**src/rtl/alu_pkg.sv**
```systemverilog
// Shared ALU definitions: opcodes, widths, LFSR polynomial, BIST FSM states and
// the golden ALU reference function used by the BIST and future checkers.
package alu_pkg;

  localparam int unsigned DATA_W  = 32;
  localparam int unsigned OP_W    = 3;
  localparam int unsigned SHAMT_W = 5;
  localparam int unsigned CNT_W   = 16;

  localparam logic [OP_W-1:0] OP_ADD = 3'd0;
  localparam logic [OP_W-1:0] OP_SUB = 3'd1;
  localparam logic [OP_W-1:0] OP_AND = 3'd2;
  localparam logic [OP_W-1:0] OP_OR  = 3'd3;
  localparam logic [OP_W-1:0] OP_SRL = 3'd4;
  localparam logic [OP_W-1:0] OP_SRA = 3'd5;

  localparam logic [DATA_W-1:0] LFSR_POLY = 32'h80200003;

  typedef enum logic [1:0] {
    S_IDLE  = 2'd0,
    S_GEN   = 2'd1,
    S_CHECK = 2'd2,
    S_DONE  = 2'd3
  } bist_state_t;

  // Reference result of the ALU for any opcode; unused opcodes yield zero.
  function automatic logic [DATA_W-1:0] alu_golden(input logic [DATA_W-1:0] a,
                                                   input logic [DATA_W-1:0] b,
                                                   input logic [OP_W-1:0]   op);
    logic [SHAMT_W-1:0] sh;
    sh = b[SHAMT_W-1:0];
    case (op)
      OP_ADD:  return DATA_W'(a + b);
      OP_SUB:  return DATA_W'(a - b);
      OP_AND:  return a & b;
      OP_OR:   return a | b;
      OP_SRL:  return a >> sh;
      OP_SRA:  return DATA_W'($signed(a) >>> sh);
      default: return '0;
    endcase
  endfunction

endpackage

```
**src/rtl/alu_bist_lfsr.sv**
```systemverilog
// 32-bit Galois LFSR (shift right, XOR polynomial on LSB) that advances two
// states per step and exposes both look-ahead states combinationally.
module alu_bist_lfsr
  import alu_pkg::*;
#(
  parameter logic [DATA_W-1:0] SEED = 32'hACE12345
) (
  input  logic              clk,
  input  logic              reset,
  input  logic              load,
  input  logic              step,
  output logic [DATA_W-1:0] step1_c,
  output logic [DATA_W-1:0] step2_c
);

  // An all-zero seed would lock the register at zero forever.
  localparam logic [DATA_W-1:0] SEED_EFF = (SEED == '0) ? DATA_W'(1) : SEED;

  logic [DATA_W-1:0] state;

  function automatic logic [DATA_W-1:0] advance(input logic [DATA_W-1:0] s);
    return s[0] ? ((s >> 1) ^ LFSR_POLY) : (s >> 1);
  endfunction

  assign step1_c = advance(state);
  assign step2_c = advance(step1_c);

  always_ff @(posedge clk) begin
    if (reset || load) begin
      state <= SEED_EFF;
    end else if (step) begin
      state <= step2_c;
    end
  end

endmodule

```
**src/rtl/alu_bist.sv**
```systemverilog
// BIST controller for the 32-bit ALU: drives LFSR operands over all opcodes,
// checks C against the golden model, reports error count and first failure.
// Optional macro ALU_BIST_STOP_ON_FAIL_EN ends the run at the first mismatch.
module alu_bist
  import alu_pkg::*;
#(
  parameter int unsigned       N_VECTORS = 64,
  parameter logic [DATA_W-1:0] LFSR_SEED = 32'hACE12345
) (
  input  logic              clk,
  input  logic              reset,
  input  logic              start,
  output logic              busy,
  output logic              done,
  output logic              pass,
  output logic [CNT_W-1:0]  err_count,
  output logic [CNT_W-1:0]  first_fail_idx,
  output logic [DATA_W-1:0] alu_a,
  output logic [DATA_W-1:0] alu_b,
  output logic [OP_W-1:0]   alu_op,
  input  logic [DATA_W-1:0] alu_c
);

  localparam logic [CNT_W-1:0] IDX_LAST = CNT_W'(N_VECTORS - 1);
  localparam logic [CNT_W-1:0] CNT_MAX  = '1;

  bist_state_t       state;
  logic [CNT_W-1:0]  idx;
  logic [DATA_W-1:0] step1_c;
  logic [DATA_W-1:0] step2_c;
  logic [OP_W-1:0]   op_c;
  logic              accept_c;
  logic              mismatch_c;
  logic              last_c;

  assign accept_c   = start && ((state == S_IDLE) || (state == S_DONE));
  assign op_c       = idx[OP_W-1:0];
  assign mismatch_c = (alu_c != alu_golden(alu_a, alu_b, alu_op));

`ifdef ALU_BIST_STOP_ON_FAIL_EN
  assign last_c = (idx == IDX_LAST) || mismatch_c;
`else
  assign last_c = (idx == IDX_LAST);
`endif

  alu_bist_lfsr #(
    .SEED (LFSR_SEED)
  ) u_lfsr (
    .clk     (clk),
    .reset   (reset),
    .load    (accept_c),
    .step    (state == S_GEN),
    .step1_c (step1_c),
    .step2_c (step2_c)
  );

  always_ff @(posedge clk) begin
    if (reset) begin
      state          <= S_IDLE;
      idx            <= '0;
      busy           <= 1'b0;
      done           <= 1'b0;
      pass           <= 1'b0;
      err_count      <= '0;
      first_fail_idx <= CNT_MAX;
      alu_a          <= '0;
      alu_b          <= '0;
      alu_op         <= '0;
    end else begin
      case (state)
        S_IDLE, S_DONE: begin
          if (accept_c) begin
            state          <= S_GEN;
            idx            <= '0;
            busy           <= 1'b1;
            done           <= 1'b0;
            pass           <= 1'b0;
            err_count      <= '0;
            first_fail_idx <= CNT_MAX;
          end
        end
        S_GEN: begin
          alu_a  <= step1_c;
          alu_op <= op_c;
          // Shift opcodes only use B[4:0]; clear the rest to keep B a pure amount.
          if ((op_c == OP_SRL) || (op_c == OP_SRA)) begin
            alu_b <= {{(DATA_W-SHAMT_W){1'b0}}, step2_c[SHAMT_W-1:0]};
          end else begin
            alu_b <= step2_c;
          end
          state <= S_CHECK;
        end
        S_CHECK: begin
          if (mismatch_c) begin
            if (err_count != CNT_MAX) begin
              err_count <= err_count + CNT_W'(1);
            end
            if (first_fail_idx == CNT_MAX) begin
              first_fail_idx <= idx;
            end
          end
          if (last_c) begin
            state <= S_DONE;
            busy  <= 1'b0;
            done  <= 1'b1;
            pass  <= (err_count == '0) && !mismatch_c;
          end else begin
            idx   <= idx + CNT_W'(1);
            state <= S_GEN;
          end
        end
        default: state <= S_IDLE;
      endcase
    end
  end

endmodule

```
**config.mk**
```make
export PLATFORM = sky130hd
export DESIGN_NAME = alu_bist
export DESIGN_NICKNAME = d
export VERILOG_FILES = /design/src/rtl/alu_pkg.sv /design/src/rtl/alu_bist_lfsr.sv /design/src/rtl/alu_bist.sv
export SDC_FILE = /design/constraint.sdc
export NUM_CORES = 1
export LEC_CHECK = 0
export CORE_ASPECT_RATIO = 0.5
export CORE_MARGIN = 5
export CORE_UTILIZATION = 55
export CTS_CLUSTER_DIAMETER = 50
export DETAILED_ROUTE_END_ITERATION = 8
export PLACE_DENSITY = 0.77
export SLEW_MARGIN = 0
export SYNTH_ARGS = -nofsm -noshare
export SYNTH_HDL_FRONTEND = slang
export SYNTH_SLANG_ARGS = --single-unit
export TNS_END_PERCENT = 100
```
**constraint.sdc**
```tcl
create_clock -name clk -period 14.27 [get_ports clk]
set_input_delay 4.281 -clock clk [delete_from_list [all_inputs] [get_ports clk]]
set_output_delay 4.281 -clock clk [all_outputs]
set_load 0.01 [all_outputs]
```
==> flow_summary.json <==
{
  "max_slew.worst_pin.slew_ps": 1190,
  "synth-seq-area-share_pct": 24.1,
  "syn_avg_cell_area_um2": 7.65,
  "grt_pass1_wl_mm": 78.4,
  "cts_num_sinks": 149,
  "total_power_mw": 3.04,
  "peakVddDrop_mv": 0.126,
  "cts_root_buf": "clkbuf_16",
  "avgViaCountPerCell": 7.04,
  "clk_latency_ps": 420,
  "fin_crit_ps": 7980,
  "final-setup-viol-count": 0,
  "dieWidth_um": 222,
  "final_cell_mix": "nand2_1 (181), a21oi_1 (156), dfxtp_1 (145)",
  "drcViolationCount": 0,
  "cts_setup_buffers": 0,
  "setup_tns_ps": 0,
  "overflow": 0,
  "numCtsBuffers": 17,
  "status": "finished clean",
  "start_util_pct": 56.5,
  "drive_gt1_share_pct": 6.39,
  "setup_ws_ps": 6290,
  "grt_max_degree": 119,
  "syn2layout_area_growth_pct": 16.5,
  "dr.pass1.iters": 6,
  "grtUsageTotal_pct": 38.5,
  "hp-class": "register to register",
  "relSlewSlack_pct": 20.6,
  "cp_cell_sequence": "clkdlybuf4s50_1 -> nor4b_1 -> o211ai_1 -> or4_1 -> or4_4 -> nor4_4 -> and3_1 -> nor2_1 -> o31ai_1",
  "dp_hpwl_mm": 37.3,
  "design.die.area_mm2": 0.0258,
  "gp_congestion": 1.09,
  "critPathMaxFanout": 28,
  "max_freq_mhz": 125,
  "dp_slack_ps": 6040,
  "maxCapViolations": 0,
  "clk_pin_slew_worst_paths_ps": 60,
  "cp_slowest_cell": "and3_1",
  "p_leak_nw": 5.36,
  "core_mm2": 0.0219,
  "holdWs_ps": 480,
  "fin_skew_ps": 5.18,
  "async_flop_share_pct": 0,
  "synth_area_leader_cell": "dfxtp_1",
  "ys_warn_count": 0,
  "routed_wl_mm": 51.7,
  "fill_cells": 1840,
  "finalNetCount": 1753,
  "cts_buffer_depth": 2,
  "place_inst": 1959,
  "drtIter0Drc": 2285,
  "cts_resized": 0,
  "synth_mux_area_share_pct": 9.50,
  "rsz0062_at_grt": "false",
  "final_common_cell": "nand2_1",
  "placed_area_mm2": 0.0138,
  "grt_antenna_before_repair": 2,
  "power_density_mw_per_mm2": 210,
  "syn_nets": 1694,
  "synthAdderAreaFrac_pct": 5.80,
  "rows": 38,
  "hold_buffers": 0,
  "diodes": 0,
  "synth_simple_gate_area_share_pct": 26.7,
  "synth_cell_type_count": 85,
  "via_count": 14017,
  "syn_inst": 1619,
  "port_buffers": 136,
  "ys.flop_type": "dfxtp_1",
  "stdcell_area_mm2": 0.0144,
  "synth_compound_area_share_pct": 23.2,
  "synth-edff-count": 0,
  "wl_per_cell_um": 26.0,
  "synthTopCellsByArea": "dfxtp_1 (24%), a21oi_1 (6.3%), nand2_1 (5.5%)",
  "htree_levels": 4,
  "slew_viol_final": 0,
  "die_h_um": 116,
  "setup.worst_path.class": "input port to register",
  "cp-start-kind": "input port",
  "fin_util_pct": 65.9,
  "ant_nets": 0,
  "cp-end-kind": "register",
  "post-route-period-util_pct": 55.9,
  "synth_seq_cells": 149,
  "critPathRequiredTime_ps": 14600,
  "cts_tree": "yes",
  "final_cells": 1991,
  "synth_xor_area_share_pct": 5.72,
  "synth_area_mm2": 0.0124,
  "cpPeakStageDelay_ps": 830,
  "synth_top_family_by_area": "simple AND/OR/NAND/NOR gates",
  "ioPinCount": 137,
  "grt_pass1_vias": 13344,
  "synth_top_area_share_pct": 24.1,
  "worst_ep_arrival_time_ps": 8310,
  "hold_violations": 0
}
-- report_power, final --
part | switching [mW] | internal (mW) | leakage, nW
Sequential | 0.141 | 0.484 | 1.21
Combinational | 1.18 | 0.742 | 3.83
Clock | 0.181 | 0.311 | 0.310
-- routing by layer --
metal	vias up	global-route usage, %	wire, um
met5	-	0	47
met4	2	10.7	1510
met3	164	13.1	7440
met2	1035	58.7	21700
met1	6669	52.6	21000
li1	6147	-	-
-- final timing paths --
path,start,end,slack (ps),depth (start not counted)
setup / recovery,alu_c[5],err_count[1],6290,9
hold / removal,u_lfsr.state[4],u_lfsr.state[4],480,2
setup reg to reg,alu_a[3],err_count[1],6340,19
hold reg to reg,u_lfsr.state[4],u_lfsr.state[4],480,2
-- sequential cells by signal (all words and copies together) (netlist names) --
| name | count |
|---|---|
| err_count | 16 |
| first_fail_idx | 16 |
| alu_op | 3 |
| pass | 1 |
| state | 2 |
| u_lfsr.state | 32 |
| alu_a | 32 |
| busy | 1 |
| done | 1 |
| alu_b | 29 |
| idx | 16 |
-- worst max-delay path: cells and delay by family --
kind	cells	cell delay, ps
AND/OR/NAND/NOR	6	3210
buffers and inverters	1	440
AO/OA/AOI/OAI	2	380
-- kinds of logic after synthesis --
group                    count (synthesis)
AND/OR/NAND/NOR                        658
AO/OA/AOI/OAI                          437
flip-flops                             149
buffers and inverters                  145
multiplexers                            88
XOR/XNOR                                81
adder cells (fa/ha/maj)                 61
-- area by class of cell --
class,count,area [um^2],share of cell area (%)
Multi-Input combinational cell,1325,8800,61.0
Sequential cell,149,2990,20.7
Timing Repair Buffer,157,1520,10.5
Clock buffer,17,425,2.95
Tap cell,300,375,2.60
Clock inverter,15,226,1.57
Inverter,28,105,0.728
-- cell usage after synthesis (40+ instances only) --
cell	number
nor2_1	119
o21ai_0	63
nand3_1	85
mux2i_1	58
nand2b_1	51
dfxtp_1	149
xnor2_1	41
a21oi_1	156
xor2_1	40
clkbuf_1	82
nand2_1	181
nor3_1	50
Note: power is estimated with default switching activity, not from simulation.
